File: config.mk
export PLATFORM = sky130hd
export DESIGN_NAME = mem_arbiter
export DESIGN_NICKNAME = d
export VERILOG_FILES = /design/src/rtl/mem_pkg.sv /design/src/rtl/mem_arbiter_ls_align.sv /design/src/rtl/mem_arbiter.sv
export SDC_FILE = /design/constraint.sdc
export NUM_CORES = 1
export LEC_CHECK = 0
export CAP_MARGIN = 10
export CORE_AREA = 3 3 195 197
export DETAILED_ROUTE_END_ITERATION = 6
export DIE_AREA = 0 0 198 200
export GPL_ROUTABILITY_DRIVEN = 0
export MAX_ROUTING_LAYER = met4
export PLACE_DENSITY = 0.56
export SLEW_MARGIN = 20
export SYNTH_ARGS = -nofsm -noshare
export SYNTH_HDL_FRONTEND = slang
export SYNTH_SLANG_ARGS = --single-unit
File: constraint.sdc
create_clock -name clk -period 8.5 [get_ports clk]
set_input_delay 1.275 -clock clk [delete_from_list [all_inputs] [get_ports clk]]
set_output_delay 1.275 -clock clk [all_outputs]
set_load 0.02 [all_outputs]
File: src/rtl/mem_pkg.sv
// Shared definitions for the unified memory-port arbiter.
//   REG_BUS     : core register / memory data width
//   SZ_*        : ls_size encodings (byte, half, word, double)
//   arb_state_e : arbiter FSM states
//   size_lanes  : byte-lane mask for an access size, unshifted
package mem_pkg;

  localparam int REG_BUS = 64;

  localparam logic [1:0] SZ_B = 2'd0;
  localparam logic [1:0] SZ_H = 2'd1;
  localparam logic [1:0] SZ_W = 2'd2;
  localparam logic [1:0] SZ_D = 2'd3;

  typedef enum logic [1:0] {
    ST_IDLE    = 2'd0,
    ST_BUSY_IF = 2'd1,
    ST_BUSY_LS = 2'd2,
    ST_ERR     = 2'd3
  } arb_state_e;

  function automatic logic [7:0] size_lanes(input logic [1:0] size);
    logic [7:0] lanes;
    case (size)
      SZ_B:    lanes = 8'h01;
      SZ_H:    lanes = 8'h03;
      SZ_W:    lanes = 8'h0F;
      default: lanes = 8'hFF;
    endcase
    return lanes;
  endfunction

endpackage

File: src/rtl/mem_arbiter_ls_align.sv
// Load/store data alignment, purely combinational.
//   off, size, zext : byte offset within the 8-byte word, access size, zero-extend
//   wdata           : right-aligned store data
//   wmask, wdata_sh : byte-lane write mask and lane-shifted store data
//   rdata           : raw 64-bit memory word
//   rdata_ext       : load data shifted down, truncated and sign/zero-extended
//   misaligned      : address not a multiple of the access size
module ls_align
  import mem_pkg::*;
(
  input  logic [2:0]         off,
  input  logic [1:0]         size,
  input  logic               zext,
  input  logic [REG_BUS-1:0] wdata,
  output logic [7:0]         wmask,
  output logic [REG_BUS-1:0] wdata_sh,
  input  logic [REG_BUS-1:0] rdata,
  output logic [REG_BUS-1:0] rdata_ext,
  output logic               misaligned
);

  logic [REG_BUS-1:0] rshift;

  always_comb begin
    wmask      = size_lanes(size) << off;
    wdata_sh   = wdata << {off, 3'b000};
    rshift     = rdata >> {off, 3'b000};
    rdata_ext  = rshift;
    misaligned = 1'b0;
    case (size)
      SZ_B: begin
        rdata_ext = {{(REG_BUS-8){~zext & rshift[7]}}, rshift[7:0]};
      end
      SZ_H: begin
        rdata_ext  = {{(REG_BUS-16){~zext & rshift[15]}}, rshift[15:0]};
        misaligned = off[0];
      end
      SZ_W: begin
        rdata_ext  = {{(REG_BUS-32){~zext & rshift[31]}}, rshift[31:0]};
        misaligned = |off[1:0];
      end
      default: begin
        // doubles pass through unextended
        misaligned = |off;
      end
    endcase
  end

endmodule

File: src/rtl/mem_arbiter.sv
// Arbiter sharing one memory port between instruction fetch (IF) and the
// memory-stage load/store unit (LS). LS has priority, but fetch wins after
// FETCH_MAX_WAIT consecutive LS grants while it waits. One transaction is
// outstanding at a time.
//   clk, rst                       : clock, synchronous active-low reset
//   if_req/if_addr/if_gnt          : fetch request and grant
//   if_rvalid/if_rdata             : fetch response (32-bit instruction)
//   ls_req/we/addr/size/zext/wdata : load/store request
//   ls_gnt/ls_rvalid/ls_rdata/ls_err : load/store grant and completion
//   mem_req/we/addr/wdata/wmask    : memory command, mem_gnt accepts it
//   mem_rvalid/mem_rdata           : memory response
//
// state      | meaning
// -----------+-----------------------------------------------------------
// ST_IDLE    | arbitrate, drive command from the winner
// ST_BUSY_IF | fetch outstanding, route mem response to IF
// ST_BUSY_LS | load/store outstanding, route mem response to LS
// ST_ERR     | misaligned LS rejected, pulse ls_rvalid with ls_err
module mem_arbiter
  import mem_pkg::*;
#(
  parameter int FETCH_MAX_WAIT = 4
) (
  input  logic               clk,
  input  logic               rst,
  input  logic               if_req,
  input  logic [REG_BUS-1:0] if_addr,
  output logic               if_gnt,
  output logic               if_rvalid,
  output logic [31:0]        if_rdata,
  input  logic               ls_req,
  input  logic               ls_we,
  input  logic [REG_BUS-1:0] ls_addr,
  input  logic [1:0]         ls_size,
  input  logic               ls_zext,
  input  logic [REG_BUS-1:0] ls_wdata,
  output logic               ls_gnt,
  output logic               ls_rvalid,
  output logic [REG_BUS-1:0] ls_rdata,
  output logic               ls_err,
  output logic               mem_req,
  output logic               mem_we,
  output logic [REG_BUS-1:0] mem_addr,
  output logic [REG_BUS-1:0] mem_wdata,
  output logic [7:0]         mem_wmask,
  input  logic               mem_gnt,
  input  logic               mem_rvalid,
  input  logic [REG_BUS-1:0] mem_rdata
);

  localparam int WCW = $clog2(FETCH_MAX_WAIT + 1);
  localparam logic [WCW-1:0] WAIT_MAX = WCW'(FETCH_MAX_WAIT);

  arb_state_e     state_q, state_d;
  logic [WCW-1:0] wait_cnt_q, wait_cnt_d;
  logic [2:0]     off_q, off_d;
  logic [1:0]     size_q, size_d;
  logic           zext_q, zext_d;
  logic           we_q, we_d;
  logic           if_a2_q, if_a2_d;

  logic ls_win, ls_take, if_take;

  logic [2:0]         al_off;
  logic [1:0]         al_size;
  logic               al_zext;
  logic [7:0]         al_wmask;
  logic [REG_BUS-1:0] al_wdata;
  logic [REG_BUS-1:0] al_rdata;
  logic               al_mis;

  logic unused_if_lo;
  assign unused_if_lo = ^if_addr[1:0];

  // The single aligner sees the live request while arbitrating and the
  // captured attributes while a load is outstanding.
  assign al_off  = (state_q == ST_IDLE) ? ls_addr[2:0] : off_q;
  assign al_size = (state_q == ST_IDLE) ? ls_size      : size_q;
  assign al_zext = (state_q == ST_IDLE) ? ls_zext      : zext_q;

  ls_align u_ls_align (
    .off        (al_off),
    .size       (al_size),
    .zext       (al_zext),
    .wdata      (ls_wdata),
    .wmask      (al_wmask),
    .wdata_sh   (al_wdata),
    .rdata      (mem_rdata),
    .rdata_ext  (al_rdata),
    .misaligned (al_mis)
  );

  always_comb begin
    state_d    = state_q;
    wait_cnt_d = wait_cnt_q;
    off_d      = off_q;
    size_d     = size_q;
    zext_d     = zext_q;
    we_d       = we_q;
    if_a2_d    = if_a2_q;
    ls_win     = 1'b0;
    ls_take    = 1'b0;
    if_take    = 1'b0;
    if_gnt     = 1'b0;
    if_rvalid  = 1'b0;
    if_rdata   = '0;
    ls_gnt     = 1'b0;
    ls_rvalid  = 1'b0;
    ls_rdata   = '0;
    ls_err     = 1'b0;
    mem_req    = 1'b0;
    mem_we     = 1'b0;
    mem_addr   = '0;
    mem_wdata  = '0;
    mem_wmask  = '0;

    // Outputs are held at zero for the whole reset cycle, including a
    // response that lands while reset is asserted.
    if (rst) begin
      case (state_q)
        ST_IDLE: begin
          ls_win = ls_req && (!if_req || (wait_cnt_q < WAIT_MAX));
          if (ls_win) begin
            if (al_mis) begin
              // rejected without touching memory
              ls_take = 1'b1;
              state_d = ST_ERR;
            end else begin
              mem_req   = 1'b1;
              mem_we    = ls_we;
              mem_addr  = {ls_addr[REG_BUS-1:3], 3'b000};
              mem_wdata = ls_we ? al_wdata : '0;
              mem_wmask = ls_we ? al_wmask : 8'h00;
              ls_take   = mem_gnt;
              if (mem_gnt) state_d = ST_BUSY_LS;
            end
            if (ls_take) begin
              off_d  = ls_addr[2:0];
              size_d = ls_size;
              zext_d = ls_zext;
              we_d   = ls_we;
            end
          end else if (if_req) begin
            mem_req  = 1'b1;
            mem_addr = {if_addr[REG_BUS-1:3], 3'b000};
            if_take  = mem_gnt;
            if (mem_gnt) begin
              state_d = ST_BUSY_IF;
              if_a2_d = if_addr[2];
            end
          end
          ls_gnt = ls_take;
          if_gnt = if_take;
        end
        ST_BUSY_IF: begin
          if (mem_rvalid) begin
            if_rvalid = 1'b1;
            if_rdata  = if_a2_q ? mem_rdata[63:32] : mem_rdata[31:0];
            state_d   = ST_IDLE;
          end
        end
        ST_BUSY_LS: begin
          if (mem_rvalid) begin
            ls_rvalid = 1'b1;
            ls_rdata  = we_q ? '0 : al_rdata;
            state_d   = ST_IDLE;
          end
        end
        default: begin
          ls_rvalid = 1'b1;
          ls_err    = 1'b1;
          state_d   = ST_IDLE;
        end
      endcase

      if (!if_req || if_take) begin
        wait_cnt_d = '0;
      end else if (ls_take && (wait_cnt_q != WAIT_MAX)) begin
        wait_cnt_d = wait_cnt_q + WCW'(1);
      end
    end
  end

  always_ff @(posedge clk) begin
    if (!rst) begin
      state_q    <= ST_IDLE;
      wait_cnt_q <= '0;
      off_q      <= '0;
      size_q     <= SZ_B;
      zext_q     <= 1'b0;
      we_q       <= 1'b0;
      if_a2_q    <= 1'b0;
    end else begin
      state_q    <= state_d;
      wait_cnt_q <= wait_cnt_d;
      off_q      <= off_d;
      size_q     <= size_d;
      zext_q     <= zext_d;
      we_q       <= we_d;
      if_a2_q    <= if_a2_d;
    end
  end

endmodule

Word-level counts from Yosys, hierarchy flattened
Index checks and enable logic that the tools add are counted.
Widths: inputs -> output; s select.
{"block": "op_classes", "add_sub_neg": 1, "mul": 0, "div_mod_pow": 0, "magnitude_cmp": 1, "eq_ne": 9, "n_shift": 3, "mux": 65, "bitwise_logic": 6, "n_reduce_logical": 16}
{"operator": "$mux 64", "count": 14}
{"operator": "$pmux 64 s3", "count": 1}
{"operator": "$mux 32", "count": 4}
{"operator": "$shl 64x6->64", "count": 1}
{"operator": "$shr 64x6->64", "count": 1}
{"operator": "$mux 8", "count": 5}
{"operator": "$mux 1", "count": 29}
{"operator": "$pmux 8 s3", "count": 1}
{"operator": "$mux 2", "count": 7}
{"operator": "$reduce_and 4->1", "count": 2}
{"operator": "$reduce_or 2->1", "count": 4}
{"operator": "$shl 8x3->8", "count": 1}
{"operator": "$ne 3x2->1 const B", "count": 2}
{"operator": "$ne 3x3->1 const B", "count": 2}
{"operator": "$reduce_or 3->1", "count": 2}
{"operator": "$eq 2x1->1 const B", "count": 2}
{"operator": "$eq 2x2->1 const B", "count": 2}
{"operator": "$logic_not 2->1", "count": 2}
{"operator": "$pmux 2 s2", "count": 1}
{"operator": "$add 3x1->3 const B", "count": 1}
{"operator": "$and 1x1->1", "count": 3}
{"operator": "$lt 3x3->1 const B", "count": 1}
{"operator": "$mux 3", "count": 1}
{"operator": "$not 1->1", "count": 3}
{"operator": "7 further kinds", "count": 9}
{"block": "word_totals", "ff_bits": 13, "latchBits": 0, "ram_bits": 0, "rom_bits": 0, "in_bits": 266, "out_inout_bits": 239, "mem_count": 0}

Longest topological paths before layout
{"block": "logic_depth", "word_depth": 12, "ltp_mapped": 12, "depth_no_buf": 9}

By module
A second synthesis with hierarchy kept.
{"block": "hier_totals", "hier_cells": 1129, "hier_area_um2": 7877.6}
{"mod": "ls_align", "n_inst": 1, "cells_each": 583, "area_per_inst_um2": 4503.1, "seq_area_each_um2": 0.0}
{"mod": "mem_arbiter", "n_inst": 1, "cells_each": 546, "area_per_inst_um2": 3374.5, "seq_area_each_um2": 260.2}

Least setup slack after synthesis
OpenSTA, ideal clock, no wires.
{"block": "synth_path", "path_type": "input to output", "startpoint": "input port ls_size[1]", "endpoint": "output port mem_wmask[5]", "arrival_ns": 3.252, "required_time_ns": 7.225, "setup_slack_ns": 3.973, "path_stages": 6, "path_buffers": 1, "path_cell_list": "mux2i_2 o21ai_1 a211oi_4 nand3_1 buf_2 a2111oi_1"}
{"block": "synth_via", "elab_chain_len": 9, "elab_cells_between_ends": 12}
{"item": "from (decl)", "line_no": "mem_arbiter.sv:34", "text": "input logic [1:0] ls_size,"}
{"item": "$mux 2 *", "line_no": "mem_arbiter.sv:78", "text": "assign al_size = (state_q == ST_IDLE) ? ls_size : size_q;"}
{"item": "$eq 2x2->1 (tied with other cells)", "line_no": "mem_pkg.sv:24, mem_arbiter_ls_align.sv:30"}
{"item": "$pmux 8 s3", "line_no": "mem_pkg.sv:24", "text": "case (size)"}
{"item": "$shl 8x3->8", "line_no": "mem_arbiter_ls_align.sv:25", "text": "wmask = size_lanes(size) << off;"}
{"item": "$mux 8", "line_no": "mem_arbiter.sv:133", "text": "mem_wmask = ls_we ? al_wmask : 8'h00;"}
{"item": "$mux 8 *", "line_no": "mem_arbiter.sv:124", "text": "if (al_mis) begin"}
{"item": "$mux 8 *", "line_no": "mem_arbiter.sv:123", "text": "if (ls_win) begin"}
{"item": "$mux 8 *", "line_no": "mem_arbiter.sv:120", "text": "case (state_q)"}
{"item": "$mux 8 *", "line_no": "mem_arbiter.sv:119", "text": "if (rst) begin"}
{"item": "to (decl)", "line_no": "mem_arbiter.sv:45", "text": "output logic [7:0] mem_wmask,"}
Every way passes the cells marked *; elsewhere a longest branch is shown, timed or not.

Worst setup path after layout
{"block": "layout_path", "startpoint": "input port ls_addr[1]", "endpoint": "output port ls_rdata[16]"}
{"block": "layout_via", "elab_chain_len": 8, "elab_cells_between_ends": 9}
{"item": "from (decl)", "line_no": "mem_arbiter.sv:33", "text": "input logic [REG_BUS-1:0] ls_addr,"}
{"item": "$mux 3 *", "line_no": "mem_arbiter.sv:77", "text": "assign al_off = (state_q == ST_IDLE) ? ls_addr[2:0] : off_q;"}
{"item": "$shr 64x6->64 *", "line_no": "mem_arbiter_ls_align.sv:27", "text": "rshift = rdata >> {off, 3'b000};"}
{"item": "$and 1x1->1, on equally long branches", "line_no": "mem_arbiter_ls_align.sv:35, mem_arbiter_ls_align.sv:32"}
{"item": "$pmux 64 s3 *", "line_no": "mem_arbiter_ls_align.sv:30", "text": "case (size)"}
{"item": "$mux 64 *", "line_no": "mem_arbiter.sv:165", "text": "ls_rdata = we_q ? '0 : al_rdata;"}
{"item": "$mux 64 *", "line_no": "mem_arbiter.sv:163", "text": "if (mem_rvalid) begin"}
{"item": "$mux 64 *", "line_no": "mem_arbiter.sv:120"}
{"item": "$mux 64 *", "line_no": "mem_arbiter.sv:119"}
{"item": "to (decl)", "line_no": "mem_arbiter.sv:39", "text": "output logic [REG_BUS-1:0] ls_rdata,"}
Marked as above.

==> summary.md <==
| Metric | Value |
|---|---|
| Outcome | finished, final reports clean |
| Layout cells sized above 1 | 0.0521 |
| Area of the mapped netlist | 6220 sq um |
| Worst-Margin Slew | 1.00 ns |
| # DRC | 0 |
| Slew Limit Fails | 0 |
| CTS tree | built |
| Post-route ant nets | 0 |
| DP HPWL | 33900 microns |
| Fraction of registers with async set/reset | 0 |
| Vias | 9697 |
| Largest net degree at the start of global routing | 68 |
| Place WS | 1.68 ns |
| Final WL | 41800 microns |
| Antenna violations before repair | 2 |
| Final setup vio count | 0 |
| Layout Skew | 0.00164 ns |
| Adder-Cell Fraction of Synth Area | 0.0121 |
| DR vias/cell | 4.98 |
| Vias in the first global route | 9518 |
| Fillers | 3994 |
| Post-synthesis sequential area ratio | 0.0418 |
| Worst hold path class | register to register |
| Post-Synthesis Cells | 1059 |
| First-pass GRT wire length | 59400 microns |
| Cts hold-fix bufs | 0 |
| Final net count | 1751 |
| Crit path max fanout | 67 |
| Tcrit/Tclk final | 0.742 |
| Seq. cell area | 262 sq um |
| RSZ-0062 raised after global routing | no |
| VDD IR-drop max | 0.000138 V |
| Area Overhead vs Synth | 86.6% |
| Clk sinks | 13 |
| Avg Synthesized Cell Area | 5.88 sq um |
| Longest Clk Path Bufs | 2 |
| Root Buffer | clkbuf_16 |
| Core area | 36400 sq um |
| FF+latch count, synth | 13 |
| Drt first-iter violations | 643 |
| Startpoint Class | input port |
| Peak Freq | 159 MHz |
| Pwr dens | 200 nW/um^2 |
| Synth Flop Type | dfxtp_1 |
| Multi-input logic area | 5510 sq um |
| Synth unique cells | 53 |
| Worst-Skew Late Latency | 0.24 ns |
| Post-synthesis simple-gate area fraction | 0.338 |
| Leak pwr | 0.00432 uW |
| Num ports | 505 |
| CP Capture Type | output port |
| Rows | 70 |
| Mux cell area share after synthesis | 0.224 |
| Compound-Gate Fraction of Synth Area | 0.302 |
| Max Cap Viol | 0 |
| Worst setup path class | input port to output port |
| Final hold viol count | 0 |
| Finished Core Util | 0.319 |
| Wire per inst | 21.4 microns |
| Setup TNS Final | 0 ns |
| Gr usage total | 0.201 |
| Clock slew at reported path FFs | 0.04 ns |
| Post-Synth XOR/XNOR Area | 0.00141 |
| Slew margin rel. | 0.330 |
| Htree depth | 1 |
| Initial Utilization | 0.171 |
| CP required | 7.22 ns |
| Postcts setup bufs | 0 |
| Worst setup slack after layout | 2.20 ns |
| Warnings, synthesis | 0 |
| Die ar. | 39600 sq um |
| Detailed Routing Iterations Pass 1 | 5 |
| Die Width | 198 microns |
| Fin crit period | 6.30 ns |
| WP data arrival | 5.03 ns |
| Post-synth EDFFs | 0 |
| Die Span Y | 200 microns |
| CTS Buf Count | 3 |
| Largest family of logic cells by synthesized area | simple AND/OR/NAND/NOR gates |
| I/O Buffers | 499 |
| CTS resizes | 0 |
| Overflow after GRT | 0 |
[cell usage in the layout (no fill, tap or decap), types with 6 or more instances in the layout]
master / n
a211oi_1: 10
a21boi_0: 9
a21o_1: 8
a21oi_1: 89
a21oi_2: 20
a22oi_1: 62
a31oi_1: 17
and3_1: 17
buf_4: 17
clkdlybuf4s50_1: 499
dfxtp_1: 12
ha_1: 6
inv_1: 8
mux2_2: 6
mux2i_1: 123
nand2_1: 224
nand3_1: 58
nor2_1: 175
o211ai_1: 8
o21ai_0: 39
o22a_1: 9
or2_2: 8
[Yosys cell counts, types with 5 or more instances]
library cell	number	area share
a21boi_0	10	0.012
or2_2	8	0.0080
buf_6	5	0.0090
buf_2	19	0.015
and3_1	17	0.017
a22oi_1	62	0.075
nand3_1	58	0.047
a21oi_1	89	0.072
buf_1	16	0.0096
clkbuf_1	61	0.037
mux2i_1	124	0.20
inv_1	8	0.0048
dfxtp_1	13	0.042
ha_1	6	0.012
o211ai_1	8	0.0096
a21oi_2	20	0.028
o21ai_0	39	0.031
nor2_1	175	0.11
o22a_1	9	0.013
mux2_2	6	0.011
a211oi_1	10	0.012
a21o_1	8	0.0096
a31oi_1	17	0.017
nand2_1	225	0.14
[kinds of logic after synthesis]
kind of cell    after synthesis
simple gates                506
fa+ha+maj                     6
compound gates              285
mux                         135
xor+xnor                      1
flops                        13
other cells                   1
buf+inv                     112
[per-layer routing]
layer	wire (microns)	GRT usage	up-vias
li1	-	-	4561
met4	1880	0.0797	0
met5	0	-	-
met1	15600	0.228	4511
met2	20800	0.352	542
met3	3530	0.0359	83
[critical path, stage by stage]
cell	delay [ns]
clkdlybuf4s50_1	0.49
mux2i_4	0.18
buf_4	0.64
nor2_4	0.33
a32oi_1	0.35
a211oi_2	0.16
o21ai_2	0.64
o21ai_0	0.24
clkdlybuf4s50_1	0.64
[metrics by stage]
step | instance area, sq um | total power [uW] | cells | hold WS (ns)
after detailed placement | 11500 | 2230 | 1941 | 0.480
final | 11600 | 2320 | 1949 | 0.488
after global placement | 11500 | 2220 | 1941 | 0.469
after CTS | 11600 | 2330 | 1945 | 0.487
after floorplan | 6230 | 1470 | 1061 | 0.455
after global routing | 11600 | 2510 | 1948 | 0.542
[layout make-up]
| class | count | area share |
|---|---|---|
| Timing Repair Buffer | 517 | 0.442 |
| Tap cell | 468 | 0.0504 |
| Sequential cell | 13 | 0.0225 |
| Antenna cell | 3 | 0.000646 |
| Inverter | 8 | 0.00259 |
| Clock buffer | 4 | 0.00679 |
| Multi-Input combinational cell | 936 | 0.475 |
[sequential cells by signal, indices dropped and copies added, names as in the netlist]
signal	flops
if_a2_q	1
off_q	3
size_q	2
state_q	2
wait_cnt_q	3
we_q	1
zext_q	1
[path summary, 6_finish.rpt]
kind | slack [ns] | endpoint | cells past startpoint | startpoint
hold reg to reg | 0.49 | zext_q | 2 | zext_q
setup / recovery | 2.20 | ls_rdata[16] | 9 | ls_addr[1]
hold / removal | 0.49 | zext_q | 2 | zext_q
setup reg to reg | 5.24 | state_q[1] | 10 | state_q[1]
[power breakdown]
part | total (uW) | internal, uW | switching, uW
Sequential | 83.2 | 72.5 | 10.6
Clock | 88.8 | 63.2 | 25.6
Combinational | 2150 | 798 | 1350
Power figures use the tool's default switching activity.
